### src/rtl/tff_bank_sequencer.sv
// Bank of WIDTH toggle flops sequenced as a modulo-N up/down counter with run/hold/idle control.
// Define TFF_SEQ_ONESHOT_EN to stop in IDLE after the first terminal count and pulse done.
module tff_bank_sequencer #(
  parameter int WIDTH = 4
) (
  input  logic             clk,
  input  logic             rst,
  input  logic             start,
  input  logic             stop,
  input  logic             up_dn,
  input  logic [WIDTH-1:0] mod_val,
  output logic [WIDTH-1:0] t_vec,
  output logic [WIDTH-1:0] q,
  output logic             busy,
  output logic             wrap,
  output logic             done,
  output logic [1:0]       dbg_state
);

  typedef enum logic [1:0] {
    S_IDLE = 2'd0,
    S_RUN  = 2'd1,
    S_HOLD = 2'd2
  } state_t;

  state_t           state_q, state_d;
  logic [WIDTH-1:0] q_q, q_d;
  logic [WIDTH-1:0] mod_q, mod_d;
  logic             dir_q, dir_d;
  logic             wrap_q, wrap_d;
  logic             done_d;
  logic [WIDTH-1:0] mod_m1;
  logic [WIDTH-1:0] cnt_t;
  logic             term;
  logic             run_adv;
  logic             up_all, dn_all;

  assign mod_m1  = mod_q - WIDTH'(1);
  assign term    = dir_q ? (q_q == mod_m1) : (q_q == '0);
  assign run_adv = (state_q == S_RUN) && !stop && !rst;

  // Ripple-style toggle enables: bit i toggles when all lower bits are 1 (up) or 0 (down).
  always_comb begin
    cnt_t  = '0;
    up_all = 1'b1;
    dn_all = 1'b1;
    for (int i = 0; i < WIDTH; i++) begin
      cnt_t[i] = dir_q ? up_all : dn_all;
      up_all   = up_all & q_q[i];
      dn_all   = dn_all & ~q_q[i];
    end
  end

  // At terminal count the enables steer q directly to its wrap value.
  always_comb begin
    t_vec = '0;
    if (run_adv) begin
      if (term) t_vec = dir_q ? q_q : (q_q ^ mod_m1);
      else      t_vec = cnt_t;
    end
  end

  always_comb begin
    state_d = state_q;
    q_d     = q_q;
    mod_d   = mod_q;
    dir_d   = dir_q;
    wrap_d  = 1'b0;
    done_d  = 1'b0;
    case (state_q)
      S_IDLE: begin
        if (start && !stop) begin
          state_d = S_RUN;
          mod_d   = mod_val;
          dir_d   = up_dn;
          q_d     = up_dn ? '0 : (mod_val - WIDTH'(1));
        end
      end
      S_RUN: begin
        if (stop) begin
          state_d = S_HOLD;
        end else begin
          q_d    = q_q ^ t_vec;
          wrap_d = term;
`ifdef TFF_SEQ_ONESHOT_EN
          if (term) begin
            state_d = S_IDLE;
            done_d  = 1'b1;
          end
`endif
        end
      end
      S_HOLD: begin
        if (stop) begin
          state_d = S_IDLE;
          q_d     = '0;
        end else if (start) begin
          state_d = S_RUN;
        end
      end
      default: state_d = S_IDLE;
    endcase
  end

  always_ff @(posedge clk) begin
    if (rst) begin
      state_q <= S_IDLE;
      q_q     <= '0;
      mod_q   <= '0;
      dir_q   <= 1'b1;
      wrap_q  <= 1'b0;
    end else begin
      state_q <= state_d;
      q_q     <= q_d;
      mod_q   <= mod_d;
      dir_q   <= dir_d;
      wrap_q  <= wrap_d;
    end
  end

`ifdef TFF_SEQ_ONESHOT_EN
  logic done_q;
  always_ff @(posedge clk) begin
    if (rst) done_q <= 1'b0;
    else     done_q <= done_d;
  end
  assign done = done_q;
`else
  logic unused_done;
  assign unused_done = done_d;
  assign done        = 1'b0;
`endif

  assign q         = q_q;
  assign busy      = (state_q != S_IDLE);
  assign wrap      = wrap_q;
  assign dbg_state = state_q;

endmodule

### config.mk
export PLATFORM = sky130hd
export DESIGN_NAME = tff_bank_sequencer
export DESIGN_NICKNAME = d
export VERILOG_FILES = /design/src/rtl/tff_bank_sequencer.sv
export SDC_FILE = /design/constraint.sdc
export NUM_CORES = 1
export LEC_CHECK = 0
export CAP_MARGIN = 30
export CORE_UTILIZATION = 23
export CTS_BUF_LIST = sky130_fd_sc_hd__clkbuf_2 sky130_fd_sc_hd__clkbuf_4 sky130_fd_sc_hd__clkbuf_8
export DETAILED_ROUTE_END_ITERATION = 12
export SYNTH_ARGS = -nofsm -noshare
export SYNTH_HDL_FRONTEND = slang
export SYNTH_SLANG_ARGS = --single-unit
### constraint.sdc
create_clock -name clk -period 3.65 [get_ports clk]
set_clock_uncertainty 0.1 [all_clocks]
set_input_delay 0.73 -clock clk [delete_from_list [all_inputs] [get_ports clk]]
set_output_delay 0.73 -clock clk [all_outputs]
set_load 0.05 [all_outputs]
======== Yosys cells after proc, flatten, opt, wreduce, memory -nomap -nowiden ========
Index checks and enable logic that the tools add are counted.
storage, ports and cells
  register bits ........................... 12
  input port bits ......................... 9
  output and inout bits ................... 13
operators by class
  $add $sub $neg .......................... 2
  eq/ne operators ......................... 8
  mux-type cells .......................... 17
  bitwise logic cells ..................... 10
  reductions and logical operators ........ 13
operator list
  cell                                                  count
  two-way mux 4 bit                                     7
  one-hot mux 4 bit (3 select lines)                    1
  two-way mux 2 bit                                     4
  != test 2 bit (second input constant)                 4
  subtractor 4 x 1 -> 4 bit (second input constant)     2
  bitwise XOR 4 bit                                     2
  one-hot mux 2 bit (3 select lines)                    1
  bitwise AND 1 bit                                     4
  equality test 4 bit                                   1
  zero test 4 bit                                       1
  two-way mux 1 bit                                     4
  inverter 1 bit                                        4
  AND reduction 4 bit                                   1
  logical AND 1 bit                                     3
  != test 3 bit (second input constant)                 1
  AND reduction 3 bit                                   1
  nonzero test 3 bit                                    1
  OR reduction 3 bit                                    1
  equality test 2 x 1 -> 1 bit (second input constant)  1
  equality test 2 bit (second input constant)           1
  zero test 1 bit                                       2
  zero test 2 bit                                       1
  AND reduction 2 bit                                   1
  nonzero test 2 bit                                    1

======== Longest topological paths before layout ========
Gate-level depths: netlist of run 1.
  depth in word-level cells ............... 9
  depth in mapped cells ................... 9
  depth with buffers taken out ............ 8

======== Worst setup path after synthesis of run 1 ========
OpenSTA, ideal clock, no wires.
  path kind ............................... flip-flop to output port
  start ................................... register state_q[0], in the netlist dbg_state[0]
  end ..................................... output port t_vec[1]
  data arrival time ....................... 2.326 ns
  slack ................................... 0.494 ns
  cell stages (with the launch flop) ...... 5
  buffers on the path ..................... 0
  cells stage by stage .................... dfxtp_1 -> ha_1 -> nand2_1 -> or2_2 -> o2bb2ai_1
on the way
  cells in the longest elaborated chain, start to end .. 4
ends and longest elaborated chain
  what                             RTL line  RTL
  from (decl)                      26        state_t state_q, state_d;
  from (signal assigned)           113       state_q <= state_d;
  equality test 2 x 1 -> 1 bit     40        assign run_adv = (state_q == S_RUN) && !stop && !rst;
  logical AND 1 bit (2 in series)  40
  two-way mux 4 bit                57        if (run_adv) begin
  to (decl)                        12        output logic [WIDTH-1:0] t_vec,
No other way between the ends.

======== Final worst setup path of run 1 ========
  start ................................... input port stop
  end ..................................... output port t_vec[1]
on the way
  cells in the longest elaborated chain, start to end .. 4
ends and longest elaborated chain
  what                             RTL line  RTL
  from (decl)                      9         input logic stop,
  zero test 1 bit                  40
  logical AND 1 bit (2 in series)  40
  two-way mux 4 bit                57
No other way between the ends.

==> results.toml, run 1 <==
[critical_path]
worst_r2r_path_depth = 8
worst_ep_required_time_ps = 2820
cp_max_fo = 6
reg2reg_slack_ps = 1150
critPathBufInv = 2
crit_type = "input port to output port"
reg2reg_from = "dbg_state[0]$_SDFFE_PP0P_"
crit_chain = "clkdlybuf4s50_1 > nor2_1 > nand2_1 > or2_2 > o2bb2ai_1 > buf_12"
worst_path_max_delay_cell = "clkdlybuf4s50_1"
crit_family = "buffers and inverters"
start_kind = "input port"
critical-path-max-stage-delay_ps = 500
crit_arrival_ps = 2410
r2r_end = "q[3]$_SDFFE_PP0P_"
cp-end-kind = "output port"

[pwr]
clkPwrFrac_pct = 32.7
power_density_nw_per_um2 = 344
peakVddDrop_mv = 0.123
p_leak_nw = 0.499
p_seq_share_pct = 33.9
p_sw_mw = 0.159
totalPowerFinal_mw = 0.459
swShare_pct = 34.7
power.internal_mw = 0.300
power.share.combinational_pct = 33.4

[placed_design]
hpwlAfterDp_mm = 1.88
place_congestion = 0.736
dpl_cell_area_um2 = 1280
portBuffers = 20
placed_cells = 191

[route]
vias = 936
drt_first_pass_iters = 4
drt-wirelength-per-cell_um = 12.2
drt_iter0_drc = 79
wl_mm = 2.38
avgViaCountPerCell = 4.80
ant_nets = 0
drc_errors = 0

[logic_synthesis]
syn-cell-area_um2 = 1030
synth_xor_area_share_pct = 10.7
synth.area.mux_share_pct = 3.05
synth_top_family_by_area = "simple AND/OR/NAND/NOR gates"
synth-compound-area-share_pct = 21.7
yosysTopAreaCell = "dfxtp_1"
synthAdderAreaFrac_pct = 7.32
yosys_most_used_dff = "dfxtp_1"
yosysTopAreaCellShare_pct = 23.4
synth-seq-cells = 12
yosys.area_share.simple_pct = 24.6
yosys.cell_count.top_type = "nor2_1"
synth_edf_count = 0
async_reset_ff_share_pct = 0
ys_types = 43
ys_warn_count = 0
synth_fp_nets = 143
netlist_top_cells_area = "dfxtp_1 (23%), ha_1 (7.3%), a21oi_1 (5.4%), nor2_1 (5.1%), inv_1 (4.4%)"
synthCells = 128
yosysSeqAreaShare_pct = 23.4
synth_common_cells = "nor2_1 (14), dfxtp_1 (12), inv_1 (12)"
avgSynthCellArea_um2 = 8.02

[cts]
cts.reportedPaths.clkPinSlew_ps = 50
cts_made_buffers = 3
clkLatencyLatePin_ps = 250
post_cts_buffers = 0
cts_tree = "done"
htree_levels = 1
cts-hold-fix-buffers = 0
cts_root_buf = "clkbuf_8"
cts_resized = 0
clock_path_buffers = 2
cts.sinks = 12

[job]
drv_cap = 0

[global_routing]
grt_usage_pct = 11.5
grt_max_degree = 13
gr-total-overflow = 0
grt_pass1_vias = 819
antenna_found_initial = 0
grt_pass1_wl_mm = 3.94

[finish]
drive_gt1_share_pct = 11.7
fin_nets = 161
fillers = 453
seqCellArea_um2 = 240
multiInputGateArea_um2 = 696
area_growth_pct = 30.0
diodes = 0
final_area_um2 = 1330
final_cells = 195

[hold_path]
hold_depth = 2
holdCritPathClass = "flop to flop"
hp-start = "mod_q[1]$_SDFFE_PP0P_"
min_to = "mod_q[1]$_SDFFE_PP0P_"

[die]
die-area_um2 = 4730
die_w_um = 68.8
io-pin-count = 22
core_um2 = 4140
die_h_um = 68.8
rows = 23
start_util_pct = 24.8

[sta]
timing.final.crit_share_pct = 88.7
relSlewSlack_pct = 66.5
final.setup.tns_ps = 0
drv_slew = 0
tightest_slew_ps = 497
setup_viol_count_final = 0
hold_viol = 0
fin_crit_ps = 3240
grt_setup_unrepaired = "no"
max_freq_ghz = 0.309

[status]
outcome = "finished, final reports clean"
[worst min-delay path: stages (launching register included)]
cell and delay (ps):
dfxtp_1 350, a21oi_1 70, nor2_1 70
[metrics by stage]
step                worst slack [ps]  hold slack (ps)  util (%)
global route                     281              456      32.2
detailed placement               421              418      30.9
CTS                              418              429      32.2
global placement                 472              412      30.9
finish                           413              421      32.2
floorplan                        494              377         -
[registers in the layout, indices dropped and copies added, names as in the netlist]
signal / cells
dbg_state: 2
dir_q: 1
mod_q: 4
q: 4
wrap: 1
[power by group through the flow]
| stage | registers (mW) | logic [mW] | clock network, mW |
|---|---|---|---|
| finish | 0.156 | 0.153 | 0.150 |
| detailed placement | 0.158 | 0.154 | 0 |
| global placement | 0.158 | 0.154 | 0 |
| floorplan | 0.165 | 0.106 | 0 |
| CTS | 0.156 | 0.155 | 0.155 |
| global route | 0.158 | 0.169 | 0.165 |
[per-layer routing]
| layer | share of wire (%) | track usage (%) |
|---|---|---|
| met5 | 0 | 0 |
| met4 | 0.50 | 3.06 |
| met3 | 5.1 | 4.11 |
| met2 | 41 | 16.3 |
| met1 | 53 | 16.3 |
[worst max path at each step]
stage / from / to / slack (ps) / depth (start not counted)
5_1_grt: stop / t_vec[1] / 280 / 6
4_1_cts: stop / t_vec[1] / 420 / 6
6_report: stop / t_vec[1] / 410 / 6
3_3_place_gp: stop / t_vec[1] / 470 / 6
2_1_floorplan: dbg_state[0]$_SDFFE_PP0P_ / t_vec[1] / 490 / 4
3_5_place_dp: stop / t_vec[1] / 420 / 6
[layout by cell type, fill, tap and decap left out, types with 5 or more instances in the layout]
master           synthesis  final
clkdlybuf4s50_1          0     16
nor2_1                  14     14
inv_1                   12     12
dfxtp_1                 12     12
a21oi_1                 11     11
ha_1                     6      6
xnor2_1                  5      5
o21ai_0                  5      5
[area by class of cell]
cell class	count	share of cell area, %
Tap cell	50	4.69
Sequential cell	12	18.0
Multi-Input combinational cell	96	52.2
Clock buffer	4	4.13
Timing Repair Buffer	21	17.6
Inverter	12	3.38
[cell families (layout without fill, tap and decap cells)]
logic type,after synthesis,after routing
XOR/XNOR,10,10
other,1,1
buffers and inverters,20,37
flip-flops,12,12
adder cells (fa/ha/maj),6,6
AO/OA/AOI/OAI,32,32
multiplexers,3,3
AND/OR/NAND/NOR,44,44
Power figures use the tool's default switching activity.
==> inputs of run 2 (changes only) <==
--- a/config.mk
+++ b/config.mk
@@ -8,6 +8,7 @@
 export CAP_MARGIN = 30
 export CORE_UTILIZATION = 23
 export CTS_BUF_LIST = sky130_fd_sc_hd__clkbuf_2 sky130_fd_sc_hd__clkbuf_4 sky130_fd_sc_hd__clkbuf_8
+export CTS_CLUSTER_SIZE = 12
 export DETAILED_ROUTE_END_ITERATION = 12
 export SYNTH_ARGS = -nofsm -noshare
 export SYNTH_HDL_FRONTEND = slang
==> results of run 2 <==
The final DEF is identical to that of run 1; final timing and power are the same.
==> inputs of run 3 (changes only) <==
--- a/config.mk
+++ b/config.mk
@@ -8,6 +8,7 @@
 export CAP_MARGIN = 30
 export CORE_UTILIZATION = 23
 export CTS_BUF_LIST = sky130_fd_sc_hd__clkbuf_2 sky130_fd_sc_hd__clkbuf_4 sky130_fd_sc_hd__clkbuf_8
+export CTS_CLUSTER_DIAMETER = 120
 export CTS_CLUSTER_SIZE = 12
 export DETAILED_ROUTE_END_ITERATION = 12
 export SYNTH_ARGS = -nofsm -noshare
==> results of run 3 <==
The final DEF is identical to that of run 1; final timing and power are the same.
